File: src/rtl/ped_button_conditioner.sv
// Pedestrian push-button front end: synchronise, debounce, edge-detect, then hold a
// request until walk is served, followed by a cooldown that drops any new press.
module ped_button_conditioner #(
  parameter int SYNC_STAGES     = 2,
  parameter int DEBOUNCE_CYCLES = 16,
  parameter int COOLDOWN_CYCLES = 32,
  parameter int CNT_W           = 8
) (
  input  logic       clk,
  input  logic       rst_n,
  input  logic       button_raw,
  input  logic       walk,
  output logic       ped_request,
  output logic       btn_stable,
  output logic [7:0] press_count
);

  typedef enum logic [1:0] {
    IDLE     = 2'd0,
    REQ      = 2'd1,
    SERVE    = 2'd2,
    COOLDOWN = 2'd3
  } state_e;

  localparam logic [CNT_W-1:0] DB_LAST = CNT_W'(DEBOUNCE_CYCLES - 1);
  localparam logic [CNT_W-1:0] CD_LOAD = CNT_W'(COOLDOWN_CYCLES - 1);
  localparam logic [7:0]       CNT_MAX = 8'hFF;

  logic [SYNC_STAGES-1:0] sync_q, sync_d;
  logic                   btn_sync;

  logic                   stable_q, stable_d;
  logic                   stable_dly_q, stable_dly_d;
  logic [CNT_W-1:0]       db_cnt_q, db_cnt_d;

  logic                   press_q, press_d;

  state_e                 state_q, state_d;
  logic [CNT_W-1:0]       cd_cnt_q, cd_cnt_d;
  logic [7:0]             press_count_q, press_count_d;

  // Synchroniser: oldest stage is the only one the rest of the design looks at.
  always_comb begin
    sync_d = {sync_q[SYNC_STAGES-2:0], button_raw};
  end

  assign btn_sync = sync_q[SYNC_STAGES-1];

  // Debounce: a level change is accepted only after DEBOUNCE_CYCLES disagreeing edges.
  always_comb begin
    // NOTE: every output of a combinational block gets a default first so no path can infer a latch.
    stable_d = stable_q;
    db_cnt_d = '0;
    if (btn_sync != stable_q) begin
      if (db_cnt_q == DB_LAST) begin
        stable_d = btn_sync;
      end else begin
        db_cnt_d = db_cnt_q + CNT_W'(1);
      end
    end
  end

  // One-cycle press pulse on the edge after the debounced level rises.
  always_comb begin
    stable_dly_d = stable_q;
    press_d      = stable_q & ~stable_dly_q;
  end

  always_comb begin
    state_d       = state_q;
    cd_cnt_d      = cd_cnt_q;
    press_count_d = press_count_q;
    unique case (state_q)
      IDLE: begin
        if (press_q) begin
          state_d = REQ;
          if (press_count_q != CNT_MAX) begin
            press_count_d = press_count_q + 8'd1;
          end
        end
      end
      REQ: begin
        if (walk) begin
          state_d = SERVE;
        end
      end
      SERVE: begin
        if (!walk) begin
          state_d  = COOLDOWN;
          cd_cnt_d = CD_LOAD;
        end
      end
      COOLDOWN: begin
        // A press landing on the expiry edge is dropped because IDLE is not yet current.
        if (cd_cnt_q == '0) begin
          state_d = IDLE;
        end else begin
          cd_cnt_d = cd_cnt_q - CNT_W'(1);
        end
      end
      default: state_d = IDLE;
    endcase
  end

  always_ff @(posedge clk or negedge rst_n) begin
    if (!rst_n) begin
      sync_q        <= '0;
      stable_q      <= 1'b0;
      stable_dly_q  <= 1'b0;
      db_cnt_q      <= '0;
      press_q       <= 1'b0;
      state_q       <= IDLE;
      cd_cnt_q      <= '0;
      press_count_q <= '0;
    end else begin
      // NOTE: non-blocking assignments so every flop samples the pre-edge value of the others.
      sync_q        <= sync_d;
      stable_q      <= stable_d;
      stable_dly_q  <= stable_dly_d;
      db_cnt_q      <= db_cnt_d;
      press_q       <= press_d;
      state_q       <= state_d;
      cd_cnt_q      <= cd_cnt_d;
      press_count_q <= press_count_d;
    end
  end

  assign ped_request = (state_q == REQ);
  assign btn_stable  = stable_q;
  assign press_count = press_count_q;

endmodule

File: config.mk
export PLATFORM = sky130hd
export DESIGN_NAME = ped_button_conditioner
export DESIGN_NICKNAME = d
export VERILOG_FILES = /design/src/rtl/ped_button_conditioner.sv
export SDC_FILE = /design/constraint.sdc
export NUM_CORES = 1
export LEC_CHECK = 0
export BUFFER_PORTS_ARGS = -buffer_cell sky130_fd_sc_hd__buf_2
export CAP_MARGIN = 20
export CORE_MARGIN = 3
export CORE_UTILIZATION = 44
export CTS_CLUSTER_DIAMETER = 100
export DETAILED_ROUTE_END_ITERATION = 8
export GPL_ROUTABILITY_DRIVEN = 0
export HOLD_SLACK_MARGIN = 0.02
export PLACE_DENSITY_LB_ADDON = 0.2
export RECOVER_POWER = 25
export SLEW_MARGIN = 20
export SYNTH_ARGS = -nofsm -noshare
export SYNTH_HDL_FRONTEND = slang
export SYNTH_SLANG_ARGS = --single-unit
File: constraint.sdc
create_clock -name clk -period 2.3 [get_ports clk]
set_clock_uncertainty 0.1 [all_clocks]
set_input_delay 0.46 -clock clk [delete_from_list [all_inputs] [get_ports clk]]
set_output_delay 0.46 -clock clk [all_outputs]
set_load 0.01 [all_outputs]
==> reports/results.txt <==
Status: finished with violations
Failing checks: capacitance limit, slew limit
CP Launch Type: flop
Yosys cell types: 36
DR pass1 iterations: 4
Fill cells: 323
Leakage: 0.826 nW
# DRC: 0
I/O pins: 14
H-tree depth: 2
Wire per inst: 13.2 um
Clk sinks: 31
PortBufs: 13
Largest net degree at the start of global routing: 32
Total GRT Usage: 15.7%
CP Class: flop to flop
CTS Root Cell: clkbuf_4
Dpl hpwl: 1.99 mm
Post-DP Area: 1670 sq um
Clock buffer count from CTS: 5
Detailed Route WL: 2.80 mm
Max FO, Critical Path: 8
Final TNS setup: 0 ns
Worst path required time: 2.48 ns
Post-route cell area: 1720 sq um
Height of the die: 65.3 um
CTS Hold Bufs: 0
Total number of vias: 1144
Die Wd: 65.3 um
Worst slew pin tran: 1.62 ns
Post-CTS Setup Repair Bufs: 0
Top cell type by total area after synthesis: dfrtp_1
FF+latch area: 776 sq um
#FFs+latches synth: 31
Max VDD drop: 0.330 mV
Final setup fails: 0
Post-Synthesis Cell Area: 1550 sq um
Via/cell ratio: 5.40
Die area: 4260 sq um
Syn_area_per_cell: 10.4 sq um
Worst-Skew Late Latency: 0.33 ns
Post-synth EDFFs: 0
RSZ-0062 raised after global routing: no
Vias in the first global route: 1197
Reg2reg end: cd_cnt_q[4]
CP Launch Point: state_q[0]
MaxCap Viol Count: 1
Final period utilization: 86.7%
Placed cells: 204
Ranking of synthesized cells by area: dfrtp_1 50%, ha_1 7.3%, xor2_1 5.1%
Initial antenna violation count: 0
Worst Hold Path EP: sync_q[0]
Post-Synthesis Cells: 148
Layout Cells excl Fill: 212
Post-synthesis sequential area ratio: 50.2%
First DRT Iteration DRCs: 83
Row count: 20
Core Area: 3200 sq um
Post-Syn Nets: 161
Nets: 180
Initial Util: 48.3%
Worst R2R Path Depth: 6
Highest clock rate: 501 MHz
P&R area growth vs syn: 11.4%
Worst hold path class: input pin to flop
Reg-to-Reg Start: state_q[0]
FFs w/ async S/R, synth: 100%
Post-synth top flop: dfrtp_1
Layout cells sized above 1: 16.7%
Leading cell type in the layout, fill and taps excluded: dfrtp_1
Post-layout minimum cycle time: 1.99 ns
Area occupied by multi-input gates: 737 sq um
Reg-to-reg slack, setup: 0.31 ns
Deepest clock path buffer count: 2
Ant. Diodes: 0
Total gr overflow: 0
Slew Limit Fails: 32
HP Start: button_raw
Slew margin rel.: -7.71%
Most frequent cells in the layout: 31 x dfrtp_1, 19 x nor2_1, 12 x buf_2, 10 x nand2_1
Power consumption: 1.39 mW
PD cells: 809 nW/um^2
Cell depth of the worst hold path: 1
Worst Path Arrival: 2.17 ns
Final hold viol count: 0
Cts repair resizes: 0
First-pass GRT wire length: 5.14 mm
Crit. End Element: flop
Post-route ant nets: 0
CTS tree: built
YS warnings: 0
Share of the synthesized area in the top cell type: 50.2%
Clock slew at reported path FFs: 0.10 ns
-- metrics by stage --
| step | util (%) | worst slack, ns | hold slack, ns |
|---|---|---|---|
| after CTS | 53.8 | 0.311 | 0.0684 |
| after detailed placement | 52.0 | 0.353 | 0.242 |
| final | 53.8 | 0.305 | 0.122 |
| after global routing | 53.8 | 0.129 | 0.0962 |
| after global placement | 52.0 | 0.416 | 0.239 |
| after floorplan | - | 0.507 | 0.0644 |
-- logic make-up (layout without fill, tap and decap cells) --
logic type      count (synthesis)  in the layout  share of synthesized area [%]
simple gates                   62             62                           20.4
flops                          31             31                           50.2
compound gates                 16             16                           7.36
xor+xnor                       15             15                           8.50
fa+ha+maj                       9              9                           7.28
buf+inv                         9             29                           2.18
mux                             6              6                           4.13
-- area by class of cell --
type                    count  share of cell area [%]
clock buffers               5                    2.18
clock inverters             3                    1.16
inverters                   7                    1.53
multi-input cells         108                    42.8
flip-flops and latches     31                    45.0
well taps                  44                    3.20
repair buffers             14                    4.14
-- cells in the mapped netlist, types with 2 or more instances --
| cell | instances |
|---|---|
| mux2_2 | 3 |
| nor3_1 | 5 |
| and2_1 | 2 |
| ha_1 | 9 |
| xnor2_1 | 6 |
| nand3_1 | 9 |
| nand2_1 | 10 |
| inv_1 | 7 |
| mux2i_1 | 3 |
| nor2b_1 | 2 |
| clkbuf_1 | 2 |
| nor2_1 | 19 |
| nor4_1 | 3 |
| xor2_1 | 9 |
| o211ai_1 | 3 |
| o31ai_1 | 3 |
| or4_1 | 2 |
| a21oi_1 | 3 |
| dfrtp_1 | 31 |
-- report_power, final --
part | internal [mW] | switching [mW]
Sequential | 0.605 | 0.0655
Combinational | 0.176 | 0.231
Clock | 0.117 | 0.200
-- critical path, stage by stage, from the launching register on --
cell and delay [ns]:
dfrtp_1 0.39, inv_1 0.10, ha_1 0.30, nand2_1 0.18, o211ai_1 0.19, or4_2 0.58, nand3_1 0.10
-- worst max-delay path by stage --
| stage | to | slack [ns] | cells past startpoint |
|---|---|---|---|
| after floorplan | cd_cnt_q[4] | 0.51 | 6 |
| after global placement | cd_cnt_q[4] | 0.42 | 6 |
| after detailed placement | cd_cnt_q[4] | 0.35 | 6 |
| after CTS | cd_cnt_q[4] | 0.31 | 6 |
| after global routing | cd_cnt_q[6] | 0.13 | 6 |
| final | cd_cnt_q[4] | 0.31 | 6 |
-- registers in the layout (all words and copies together), names as in the netlist --
| signal | flops |
|---|---|
| cd_cnt_q | 8 |
| state_q | 2 |
| press_q | 1 |
| press_count | 8 |
| stable_dly_q | 1 |
| btn_stable | 1 |
| db_cnt_q | 8 |
| sync_q | 2 |
-- layer usage --
metal	GRT usage (%)	part of all wire [%]	up-vias
met1	17.9	45	556
met3	5.13	4.7	9
met5	0	0	-
met2	27.1	48	26
li1	-	-	553
met4	6.22	2.1	0
Note: power is estimated with default switching activity, not from simulation.
